## src/rtl/mms_pkg.sv

```systemverilog
// Shared types and constants for the memory-management blocks.
// Supplies the ITLB refill FSM state encoding and the PTE/VPN sizes.
`ifndef MXLEN
`define MXLEN 64
`endif
`ifndef ITLB_ENTRY_SIZE
`define ITLB_ENTRY_SIZE 31
`endif

package mms_pkg;

  localparam int ITLB_VPN_W = 27;

  typedef logic [`MXLEN-1:0] pte_t;

  typedef enum logic [1:0] {
    IDLE  = 2'd0,
    REQ   = 2'd1,
    WAIT  = 2'd2,
    WRITE = 2'd3
  } itlb_refill_state_e;

endpackage

```

## src/rtl/itlb_victim_sel.sv

```systemverilog
// Combinational ITLB victim choice: lowest invalid entry, else the
// round-robin pointer. use_rr flags that the pointer supplied the victim.
module itlb_victim_sel #(
  parameter int ENTRY_NUM = 31,
  parameter int PTR_W     = 5
) (
  input  logic [ENTRY_NUM-1:0] valid,
  input  logic [PTR_W-1:0]     rr_ptr,
  output logic [PTR_W-1:0]     victim,
  output logic                 use_rr
);

  // Scan high to low so the lowest invalid index is the last one to win.
  always_comb begin
    victim = rr_ptr;
    use_rr = 1'b1;
    for (int i = ENTRY_NUM - 1; i >= 0; i--) begin
      if (!valid[i]) begin
        victim = PTR_W'(i);
        use_rr = 1'b0;
      end
    end
  end

endmodule

```

## src/rtl/itlb_refill_ctrl.sv

```systemverilog
// ITLB refill controller: accepts a miss, issues a page-walk request,
// and writes the returned leaf PTE into a victim entry; flush invalidates all.
module itlb_refill_ctrl
  import mms_pkg::*;
#(
  parameter int ENTRY_NUM = `ITLB_ENTRY_SIZE,
  parameter int VPN_W     = ITLB_VPN_W
) (
  input  logic                 clk_i,
  input  logic                 rstn_i,
  input  logic                 miss_valid_i,
  input  logic [VPN_W-1:0]     miss_vpn_i,
  output logic                 miss_ready_o,
  input  logic                 flush_i,
  output logic                 ptw_req_valid_o,
  input  logic                 ptw_req_ready_i,
  output logic [VPN_W-1:0]     ptw_req_vpn_o,
  input  logic                 ptw_resp_valid_i,
  input  logic [`MXLEN-1:0]    ptw_resp_pte_i,
  input  logic                 ptw_resp_fault_i,
  output logic [ENTRY_NUM-1:0] itlb_wr_en_o,
  output logic [`MXLEN-1:0]    itlb_pte_wr_o,
  output logic [VPN_W-1:0]     itlb_vpn_wr_o,
  output logic [ENTRY_NUM-1:0] entry_valid_o,
  output logic                 refill_done_o,
  output logic                 refill_fault_o
);

  localparam int PTR_W = (ENTRY_NUM > 1) ? $clog2(ENTRY_NUM) : 1;

  itlb_refill_state_e state, state_d;
  logic [VPN_W-1:0]     vpn_q;
  pte_t                 pte_q;
  logic                 drop_q, drop_d;
  logic                 fault_q, fault_d;
  logic [ENTRY_NUM-1:0] valid_q;
  logic [PTR_W-1:0]     rr_ptr;
  logic [PTR_W-1:0]     victim;
  logic                 use_rr;
  logic                 write_go;
  logic [ENTRY_NUM-1:0] wr_en;

  itlb_victim_sel #(
    .ENTRY_NUM (ENTRY_NUM),
    .PTR_W     (PTR_W)
  ) u_victim_sel (
    .valid  (valid_q),
    .rr_ptr (rr_ptr),
    .victim (victim),
    .use_rr (use_rr)
  );

  always_ff @(posedge clk_i or negedge rstn_i) begin
    if (!rstn_i) begin
      state   <= IDLE;
      vpn_q   <= '0;
      pte_q   <= '0;
      drop_q  <= 1'b0;
      fault_q <= 1'b0;
      valid_q <= '0;
      rr_ptr  <= '0;
    end else begin
      state   <= state_d;
      drop_q  <= drop_d;
      fault_q <= fault_d;
      if (state == IDLE && state_d == REQ)
        vpn_q <= miss_vpn_i;
      if (state == WAIT && state_d == WRITE)
        pte_q <= ptw_resp_pte_i;
      // Flush has priority over any write landing in the same cycle.
      if (flush_i) begin
        valid_q <= '0;
        rr_ptr  <= '0;
      end else if (write_go) begin
        valid_q <= valid_q | wr_en;
        if (use_rr)
          rr_ptr <= (rr_ptr == PTR_W'(ENTRY_NUM - 1)) ? '0 : rr_ptr + PTR_W'(1);
      end
    end
  end

  always_comb begin
    state_d         = state;
    drop_d          = drop_q;
    fault_d         = 1'b0;
    miss_ready_o    = 1'b0;
    ptw_req_valid_o = 1'b0;
    write_go        = 1'b0;
    case (state)
      IDLE: begin
        miss_ready_o = !flush_i;
        drop_d       = 1'b0;
        if (miss_valid_i && !flush_i)
          state_d = REQ;
      end
      REQ: begin
        ptw_req_valid_o = 1'b1;
        if (flush_i)
          drop_d = 1'b1;
        if (ptw_req_ready_i)
          state_d = WAIT;
      end
      WAIT: begin
        if (flush_i)
          drop_d = 1'b1;
        if (ptw_resp_valid_i) begin
          // A flushed walk is still consumed, but leaves no trace.
          if (drop_q || flush_i) begin
            state_d = IDLE;
            drop_d  = 1'b0;
          end else if (ptw_resp_fault_i) begin
            state_d = IDLE;
            fault_d = 1'b1;
          end else begin
            state_d = WRITE;
          end
        end
      end
      WRITE: begin
        write_go = !flush_i;
        drop_d   = 1'b0;
        state_d  = IDLE;
      end
      default: state_d = IDLE;
    endcase
  end

  always_comb begin
    wr_en = '0;
    for (int i = 0; i < ENTRY_NUM; i++)
      wr_en[i] = write_go && (victim == PTR_W'(i));
  end

  assign itlb_wr_en_o   = wr_en;
  assign itlb_pte_wr_o  = pte_q;
  assign itlb_vpn_wr_o  = vpn_q;
  assign ptw_req_vpn_o  = vpn_q;
  assign entry_valid_o  = valid_q;
  assign refill_done_o  = write_go;
  assign refill_fault_o = fault_q;

endmodule

```

## config.mk

```make
export PLATFORM = sky130hd
export DESIGN_NAME = itlb_refill_ctrl
export DESIGN_NICKNAME = d
export VERILOG_FILES = /design/src/rtl/mms_pkg.sv /design/src/rtl/itlb_victim_sel.sv /design/src/rtl/itlb_refill_ctrl.sv
export SDC_FILE = /design/constraint.sdc
export NUM_CORES = 1
export LEC_CHECK = 0
export ABC_AREA = 1
export BUFFER_PORTS_ARGS = -buffer_cell sky130_fd_sc_hd__buf_2
export CAP_MARGIN = 10
export CORE_AREA = 10 10 120 122
export CTS_CLUSTER_DIAMETER = 80
export DETAILED_ROUTE_END_ITERATION = 10
export DIE_AREA = 0 0 130 132
export GPL_ROUTABILITY_DRIVEN = 0
export PLACE_DENSITY = 0.92
export SYNTH_ARGS = -nofsm -noshare
export SYNTH_HDL_FRONTEND = slang
export SYNTH_SLANG_ARGS = --single-unit
```

## constraint.sdc

```tcl
create_clock -name clk_i -period 4.9 [get_ports clk_i]
set_clock_uncertainty 0.1 [all_clocks]
set_input_delay 1.225 -clock clk_i [delete_from_list [all_inputs] [get_ports clk_i]]
set_output_delay 1.225 -clock clk_i [all_outputs]
set_load 0.1 [all_outputs]
```

==> results by group, run 1 <==
Logic synthesis
  • Synth cell types: 32
  • Seq/Total Area, Yosys: 55.8%
  • Synth Flop Type: dfrtp_1
  • Cell area after synthesis: just under 6000 um^2
  • FFs w/ async S/R, synth: 100%
  • Mapped Cells: between 500 and 600
  • EDFF count, synth: 0
  • Synthesized flop and latch total: approximately 130
  • Avg Inst Size Synth: between 10 and 15 um^2
  • Total number of yosys warnings: 0
  • Post-synth net total: 645

CTS
  • Worst skew pair latency: around 0.41 ns
  • CTS Buf Count: 17
  • CTS root buffer: clkbuf_16
  • Sink Count: roughly 130
  • Worst-path clk slew: 0.06 ns
  • CTS tree: done
  • # H-tree levels: 4
  • Clk buf depth: 2

Status
  • Status: completed

Timing
  • Least-Margin Pin Slew: ~1.2 ns
  • Highest Clock Rate: 208 MHz
  • Post-route worst setup slack: between 0.09 and 0.1 ns
  • Final Hold Viols: 0
  • Max-slew violations: 0
  • Hold Slack: about 0.40 ns
  • Final period util: 98.0%
  • Final Critical Period: approximately 4.8 ns
  • Slew HR: 22.0%
  • Setup violations, final: 0

Global routing
  • Antenna violations before repair: 4
  • First-pass GRT wire length: about 31000 um
  • Largest net degree at the start of global routing: between 100 and 150
  • Vias in the first global route: 5448
  • Total Routing Usage GR: a little under a quarter
  • Grt ovf: 0

Run
  • Max cap viols: 0

Detailed routing
  • DR WL/cell: between 20 and 25 um
  • Post-Route WL: approximately 22000 um
  • Via count: 5320
  • DRC: 0
  • Post-DRT Antenna Nets: 0
  • Vias per Instance: between 5 and 6
  • Initial DRC count: 487
  • First-pass DRT Iterations: 6

Die
  • Die Y: 132 um
  • Die Width: 130 um
  • Initial Util: roughly 49%
  • Die area: about 17000 um^2
  • Core box area: roughly 12000 um^2
  • I/O pin count: between 200 and 300
  • # rows: 40

Place
  • Pre-CTS setup slack: a little under 0.6 ns
  • Hpwl dp: ~16000 um
  • Buffers on Ports: approximately 280

Worst setup path
  • Most used cell, CP: nand2_1
  • Max stage delay on crit path: roughly 0.44 ns
  • Setup crit start kind: flip-flop
  • CP Capture Type: primary output
  • Critical path's slowest cell: dfrtp_4
  • Critical Path RT: approximately 3.6 ns
  • Critical Path Fanout Max: 5
  • Crit path kind: flip-flop to primary output
  • Critical Path AT: between 3 and 4 ns

Min path
  • Worst min path class: flip-flop to flip-flop

Finish
  • Layout cells sized above 1: between 50% and 60%
  • Final Net Count: 920
  • Area grow syn2layout: 43.7%
==> layout by cell type (no fill, tap or decap), types with 6 or more instances in the layout <==
master	count
nor2_1	36
mux2_2	91
o21bai_1	15
nand2_1	91
a21oi_1	6
nor2_4	15
nand4_1	20
inv_1	41
buf_6	7
clkbuf_4	8
buf_4	18
clkbuf_16	17
buf_2	250
buf_12	13
clkinvlp_4	20
dfrtp_1	125
==> Yosys cell counts (3+ instances only) <==
cell      number  area [um^2]
nor3_1         3         15.0
a21oi_1        6         30.0
o21ai_0        3         15.0
buf_2          3         15.0
nand3_1        6         30.0
nand4_1       20          125
clkbuf_1      13         48.8
buf_4         27          203
nor2_1        52          195
inv_1         56          210
o22ai_1        3         18.8
dfrtp_1      131         3280
o21bai_1      15          113
nand2_1       93          349
nand4_2        4         50.1
mux2_2        91         1020
==> metal layers <==
layer | GRT usage [%] | routed length, um | share of wire [%]
met5 | 0 | 0 | 0
met4 | 11.3 | 794 | 3.6
met3 | 7.64 | 2050 | 9.4
met2 | 41.6 | 11600 | 53
met1 | 25.5 | 7420 | 34
==> area by class of cell <==
type	instances	area, um^2
Tap cell	147	184
Clock inverter	11	104
Timing Repair Buffer	299	1830
Multi-Input combinational cell	314	2290
Inverter	57	270
Fill cell	799	3460
Antenna cell	4	10.0
Clock buffer	21	470
Sequential cell	131	3290
==> what timing repair did <==
action | 4_1_cts | 5_1_grt
hold buffers | 0 | 0
hold endpoints to repair | 0 | 0
setup endpoints to repair | 0 | 30
setup buffers | 0 | 11
resized for setup | 0 | 59
==> worst max-delay path: cells and delay by family, from the launching register on <==
family        cells  cell delay, ns
simple gates     32            2.06
buf+inv           2            0.57
flops             1            0.44
==> sequential cells by signal, summed over array words and instances (netlist names) <==
signal / count
rr_ptr: 5
itlb_vpn_wr_o: 27
state: 2
itlb_pte_wr_o: 64
drop_q: 1
entry_valid_o: 31
refill_fault_o: 1
==> logic make-up (layout without fill, tap and decap cells) <==
| kind of cell | count (synthesis) | count (layout) | share of synthesized area [%] |
|---|---|---|---|
| mux | 91 | 91 | 17.4 |
| buf+inv | 102 | 388 | 8.43 |
| other cells | 0 | 4 | 0 |
| flops | 131 | 131 | 55.8 |
| xor+xnor | 2 | 2 | 0.298 |
| compound gates | 33 | 33 | 3.83 |
| simple gates | 184 | 186 | 13.8 |
| fa+ha+maj | 2 | 2 | 0.426 |
==> metrics by stage <==
| step | TNS, ns | area, um^2 | util [%] | std cells |
|---|---|---|---|---|
| after global placement | 0 | 7590 | 63.7 | 935 |
| after floorplan | -9.43 | 6060 | - | 545 |
| final | 0 | 8450 | 70.9 | 984 |
| after global routing | -3.69 | 8450 | 70.9 | 984 |
| after detailed placement | 0 | 7590 | 63.7 | 935 |
| after CTS | 0 | 8160 | 68.5 | 967 |
==> path summary, 6_finish.rpt <==
| path | start | slack [ns] | end | cells after the start |
|---|---|---|---|---|
| max | entry_valid_o[30]$_DFFE_PN0P_ | 0.1 | itlb_wr_en_o[9] | 34 |
| min | itlb_pte_wr_o[20]$_DFFE_PN0P_ | 0.40 | itlb_pte_wr_o[20]$_DFFE_PN0P_ | 1 |
| max reg2reg | entry_valid_o[30]$_DFFE_PN0P_ | 1.82 | entry_valid_o[1]$_DFFE_PN0P_ | 34 |
| min reg2reg | itlb_pte_wr_o[20]$_DFFE_PN0P_ | 0.40 | itlb_pte_wr_o[20]$_DFFE_PN0P_ | 1 |
| max in group asynchronous | rstn_i | 2.91 | itlb_pte_wr_o[53]$_DFFE_PN0P_ | 2 |
| min in group asynchronous | rstn_i | 0.84 | itlb_vpn_wr_o[0]$_DFFE_PN0P_ | 1 |
Power of run 1 is left out: the tool's default activity adds up to more than one toggle a clock period on the data nets, which glitch-free logic cannot reach.
==> run 2, diff against run 1 <==
--- a/constraint.sdc
+++ b/constraint.sdc
@@ -4,2 +4,2 @@
 set_output_delay 1.225 -clock clk_i [all_outputs]
-set_load 0.1 [all_outputs]
+set_load 0.005 [all_outputs]
==> run 2 against run 1 <==
Against the previous run:
- first-iteration DRC count is 36% lower
- register-to-register slack improved by 0.12 ns
- via count shrank 3.8%
==> results by group, run 2 (synthesis gave the netlist of run 1 again) <==
Worst setup path
  • Critical Path Fanout Max: 9 (+4)
  • Critical Path RT: 3.58 ns (about the same)
  • Critical Path AT: 3.15 ns (-0.33 ns)
  • Critical path's slowest cell: dfrtp_1
  • Reg2Reg Setup Slack: 1.94 ns (+0.12 ns)
  • CP Capture Type: primary output
  • FF-to-FF End: entry_valid_o[11]$_DFFE_PN0P_
  • Crit path kind: flip-flop to primary output
  • Worst-case reg-to-reg path depth: 33 (-2.9%)
  • Max stage delay on crit path: 0.40 ns (-0.04 ns)
  • Reg2reg start: entry_valid_o[30]$_DFFE_PN0P_
  • Setup crit start kind: flip-flop
  • Most used cell, CP: nand2_1

Finish
  • Fill cells: 861 (+7.8%)
  • Reg area: 3280 um^2 (-0.30%)
  • Most frequent cells in the layout: buf_2 (280), dfrtp_1 (131), nand2_1 (93), mux2_2 (91), inv_1 (56)
  • Final instance area: 7870 um^2 (-6.9%)
  • Most common cell after layout, fill and taps aside: buf_2
  • Final Net Count: 905 (-1.6%)
  • Non-Filler Instances: 969 (-1.5%)
  • Area occupied by multi-input gates: 2110 um^2 (-7.8%)
  • Max reg flops: 64 (unchanged)
  • Layout cells sized above 1: 51.1% (-5.4 points)
  • Area grow syn2layout: 33.9%

Place
  • Area after DPL: 7240 um^2 (-4.6%)
  • Placed Cells: 932 (-0.32%)
  • Pre-CTS setup slack: 0.797 ns (+0.218 ns)
  • Hpwl dp: 15800 um (-1.2%)
  • Buffers on Ports: 281 (unchanged)

Global routing
  • Grt ovf: 0 (unchanged)
  • Vias in the first global route: 5403 (-0.83%)
  • Antenna violations before repair: 4 (unchanged)
  • Largest net degree at the start of global routing: 85 (-18%)
  • Total Routing Usage GR: 23.3% (-0.62 points)
  • First-pass GRT wire length: 30500 um (-2.4%)

Timing
  • Post-route worst setup slack: 0.421 ns (+0.325 ns)
  • Setup TNS: 0 ns (unchanged)
  • Max-slew violations: 0 (unchanged)
  • Final Critical Period: 4.48 ns (-0.325 ns)
  • RSZ-0062 raised after global routing: true
  • Slew HR: 18.5% (-3.5 points)
  • Highest Clock Rate: 223 MHz (+7.2%)
  • Setup violations, final: 0 (unchanged)
  • Final Hold Viols: 0 (unchanged)
  • Least-Margin Pin Slew: 1.22 ns (+0.0523 ns)
  • Final period util: 91.4% (-6.6 points)

Pwr
  • Max VDD drop: 0.000382 V
  • Pwr Total: 0.00392 W
  • PwrDens: 498 nW/um^2
  • Pleak: around 4.3 nW

Die
  • Die Width: 130 um (unchanged)
  • Core box area: 11900 um^2 (unchanged)
  • Die Y: 132 um (unchanged)
  • I/O pin count: 282 (unchanged)
  • Die area: 17200 um^2 (unchanged)
  • # rows: 40 (unchanged)
  • Initial Util: 49.3% (unchanged)

CTS
  • Worst skew pair latency: 0.42 ns (about the same)
  • # H-tree levels: 4 (unchanged)
  • Worst-path clk slew: 0.06 ns (about the same)
  • CTS tree: done
  • CTS root buffer: clkbuf_16
  • CTS Buf Count: 17 (unchanged)
  • Hold_buf cts: 0 (unchanged)
  • Sink Count: 131 (unchanged)
  • Clk buf depth: 2 (unchanged)

Detailed routing
  • Post-DRT Antenna Nets: 0 (unchanged)
  • Initial DRC count: 311 (-36%)
  • DR WL/cell: 21.0 um (-5.4%)
  • Post-Route WL: 20300 um (-6.8%)
  • DRC: 0 (unchanged)
  • First-pass DRT Iterations: 5 (-1)
  • Via count: 5117 (-3.8%)
  • Vias per Instance: 5.28 (-2.3%)

Min path
  • Worst min path class: flip-flop to flip-flop
  • Hold EP: itlb_pte_wr_o[44]$_DFFE_PN0P_
  • Hold Crit Start: itlb_pte_wr_o[44]$_DFFE_PN0P_
  • Hold Path Depth: 1 (unchanged)

Run
  • Max cap viols: 0 (unchanged)

Status
  • Status: completed
run 2: changes by cell type in the layout (fill, tap and decap cells not counted), moves of 5 or more:
cell        before  now
buf_12          13    1
buf_2          250  280
buf_4           18    5
buf_6            7    0
clkbuf_4         8    0
clkinvlp_4      20    5
dfrtp_1        125  131
dfrtp_2          5    0
inv_1           41   56
nor2_1          36   51
nor2_4          15    0
run 2: critical path: cells and delay by family, from the launching register on:
kind                   cells  cell delay [ns]
buffers and inverters      1             0.15
flip-flops                 1             0.40
AND/OR/NAND/NOR           32             2.18
run 2: area by class of cell:
class | instances | area share, %
multi-input cells | 312 | 26.8
well taps | 147 | 2.34
diodes | 4 | 0.127
repair buffers | 286 | 18.5
clock buffers | 20 | 5.80
clock inverters | 12 | 1.97
inverters | 57 | 2.72
flip-flops and latches | 131 | 41.7
run 2: worst max path at each step:
stage | from | endpoint | slack [ns] | cells past startpoint
final | entry_valid_o[30]$_DFFE_PN0P_ | itlb_wr_en_o[11] | 0.42 | 33
after global routing | entry_valid_o[30]$_DFFE_PN0P_ | itlb_wr_en_o[19] | -0.006 | 33
after global placement | flush_i | itlb_wr_en_o[17] | 0.89 | 7
after CTS | entry_valid_o[30]$_DFFE_PN0P_ | itlb_wr_en_o[11] | 0.41 | 33
after detailed placement | flush_i | itlb_wr_en_o[17] | 0.80 | 7
after floorplan | flush_i | itlb_wr_en_o[17] | 1.11 | 7
run 2: power breakdown:
group	leakage, nW	internal [W]	switching [W]
Sequential	1.68	0.00141	0.000208
Clock	0.285	0.000826	0.000475
Combinational	2.36	0.000544	0.000462
Total	4.33	0.00278	0.00115
run 2: stage by stage:
stage	hold slack [ns]	utilization [%]
global placement	0.382	60.8
global route	0.413	66.1
floorplan	0.398	-
finish	0.400	66.1
CTS	0.401	65.9
detailed placement	0.388	60.8
run 2: timing repair:
action	in CTS	in global routing
buffers inserted	0	1
resized for setup	0	1
endpoints found under the setup margin	0	2
run 2: routing by layer:
metal / vias up / track usage (%) / wire length, um
li1: 2282 / - / -
met1: 2462 / 23.0 / 6620
met2: 310 / 39.9 / 10600
met3: 63 / 11.3 / 2340
met4: 0 / 11.1 / 808
met5: - / 0 / 0
Power figures use the tool's default switching activity.
==> run 3, diff against run 2 <==
- CELL_PAD_IN_SITES_DETAIL_PLACEMENT: unset -> 1
- CELL_PAD_IN_SITES_GLOBAL_PLACEMENT: unset -> 1
- CORE_AREA: 10 10 120 122 -> 10 10 138 140
- DIE_AREA: 0 0 130 132 -> 0 0 148 150
==> run 3 against run 2 <==
Against the previous run:
- worst hold slack got worse by 0.0032 ns
- routed wire length is 5.2% higher
- sequential share of layout area shrank 0.52 points
- via count shrank 1.3%
- sequential cell count did not move
- combinational power hardly changed
- die area up 29%
- critical endpoint is now itlb_wr_en_o[28]
- largest cell class unchanged
==> results by group, run 3 (synthesis gave the netlist of run 1 again) <==
Worst setup path
  • Critical path's slowest cell: dfrtp_1
  • Max stage delay on crit path: 0.41 ns (about the same)
  • Setup crit start kind: flip-flop
  • Critical Path AT: 3.19 ns (+0.04 ns)
  • CP Capture Type: primary output
  • Critical Path RT: 3.58 ns (about the same)
  • Critical Path Fanout Max: 16 (+7)
  • Most used cell, CP: nand2_1
  • Crit path kind: flip-flop to primary output

Detailed routing
  • Via count: 5048 (-1.3%)
  • DR WL/cell: 20.6 um (-1.9%)
  • DRC: 0 (unchanged)
  • Initial DRC count: 224 (-28%)
  • Post-DRT Antenna Nets: 0 (unchanged)
  • Vias per Instance: 4.86 (-8.0%)
  • Post-Route WL: 21400 um (+5.2%)
  • First-pass DRT Iterations: 4 (-1)

Timing
  • Least-Margin Pin Slew: 0.936 ns (-0.283 ns)
  • RSZ-0062 raised after global routing: true
  • Slew HR: 37.6% (+19 points)
  • Final Hold Viols: 0 (unchanged)
  • Hold Slack: 0.397 ns (-0.00316 ns)
  • Final Critical Period: 4.52 ns (+0.0385 ns)
  • Setup violations, final: 0 (unchanged)
  • Highest Clock Rate: 221 MHz (-0.85%)
  • Final period util: 92.2% (+0.79 points)
  • Max-slew violations: 0 (unchanged)

CTS
  • # H-tree levels: 4 (unchanged)
  • Worst skew pair latency: 0.41 ns (about the same)
  • Post-cts resize count: 0 (unchanged)
  • Worst-path clk slew: 0.06 ns (about the same)
  • Clk buf depth: 2 (unchanged)
  • Sink Count: 131 (unchanged)
  • CTS Buf Count: 17 (unchanged)
  • CTS tree: done
  • Hold_buf cts: 0 (unchanged)
  • Post-CTS Setup Bufs: 0 (unchanged)
  • CTS root buffer: clkbuf_16

Global routing
  • Grt met2 use: 34.6% (-5.2 points)
  • Grt ovf: 0 (unchanged)
  • First-pass GRT wire length: 33000 um (+8.1%)
  • Met3 Use GR: 8.97% (-2.3 points)
  • Antenna violations before repair: 0 (-4)
  • GRT busiest layer: met2
  • Met1 usage: 19.5% (-3.5 points)
  • Largest net degree at the start of global routing: 75 (-12%)
  • Total Routing Usage GR: 19.2% (-4.2 points)
  • Vias in the first global route: 5741 (+6.3%)

Status
  • Status: completed

Finish
  • Most frequent cells in the layout: buf_2 (280), dfrtp_1 (131), nand2_1 (93), mux2_2 (91), inv_1 (56)
  • Layout cells sized above 1: 50.9% (-0.18 points)
  • Area grow syn2layout: 35.5%
  • # diodes: 0 (-4)
  • Final Net Count: 907 (+0.22%)
  • Max reg flops: 64 (unchanged)
  • Most common cell after layout, fill and taps aside: buf_2
  • Final instance area: 7970 um^2 (+1.3%)

Place
  • Area after DPL: 7340 um^2 (+1.4%)
  • Hpwl dp: 16900 um (+6.9%)
  • Buffers on Ports: 281 (unchanged)

Run
  • Max cap viols: 0 (unchanged)

Die
  • # rows: 47 (+18%)
  • Initial Util: 36.0% (-13 points)
  • Die Y: 150 um (+14%)
  • I/O pin count: 282 (unchanged)
  • Die area: 22200 um^2 (+29%)
  • Core box area: 16300 um^2 (+37%)
  • Die Width: 148 um (+14%)

Pwr
  • Pleak: 4.35 nW (+0.35%)
  • PwrDens: 491 nW/um^2 (-1.4%)
  • Max VDD drop: 0.000268 V (-30%)

Min path
  • Worst min path class: flip-flop to flip-flop
## run 3: changes by cell type in the layout (fill, tap and decap cells not counted), sizes merged
cell,previous run,this run
diode,4,0
clkinvlp,5,2
buf,286,288
inv,57,59
clkbuf,20,21
clkinv,4,3
## run 3: per-stage QoR
stage                     instances  TNS [ns]  worst slack, ns  power (W)  utilization (%)
final                          1039         0            0.383    0.00391             48.7
after global routing           1039   -0.0246          -0.0152    0.00414             48.7
after CTS                      1036         0            0.346    0.00398             48.6
after detailed placement       1005         0            0.772    0.00264             44.9
after global placement         1005         0            0.885    0.00255             44.9
after floorplan                 545         0             1.11    0.00208                -
## run 3: area by class of cell
class,instances,area (um^2)
clock buffer,21,460
clock inverter,10,149
fill,1941,8380
inverter,57,214
multi-input combinational,312,2120
sequential,131,3280
tap,220,275
timing repair buffer,288,1470
## run 3: worst paths after layout
check                                               from  depth (start not counted)                            end  slack (ns)
setup / recovery                   rr_ptr[0]$_DFFE_PN0P_                         34               itlb_wr_en_o[28]        0.38
hold / removal             itlb_pte_wr_o[38]$_DFFE_PN0P_                          1  itlb_pte_wr_o[38]$_DFFE_PN0P_        0.40
setup reg to reg                   rr_ptr[0]$_DFFE_PN0P_                         33  entry_valid_o[28]$_DFFE_PN0P_        2.06
hold reg to reg            itlb_pte_wr_o[38]$_DFFE_PN0P_                          1  itlb_pte_wr_o[38]$_DFFE_PN0P_        0.40
max in group asynchronous                         rstn_i                          2  itlb_pte_wr_o[39]$_DFFE_PN0P_        3.00
min in group asynchronous                         rstn_i                          1   itlb_vpn_wr_o[1]$_DFFE_PN0P_        0.85
## run 3: critical path, delay by kind of cell (launching register included)
| family | cells | cell delay, ns |
|---|---|---|
| simple gates | 32 | 2.14 |
| flops | 1 | 0.41 |
| buf+inv | 2 | 0.22 |
## run 3: power breakdown
group	switching (W)	internal (W)
registers	0.000197	0.00140
logic	0.000447	0.000543
clock network	0.000491	0.000832
## run 3: metal layers
layer	vias up	part of all wire, %
met5	-	0
met4	0	0.80
met3	14	10
met2	230	53
met1	2524	36
li1	2280	-
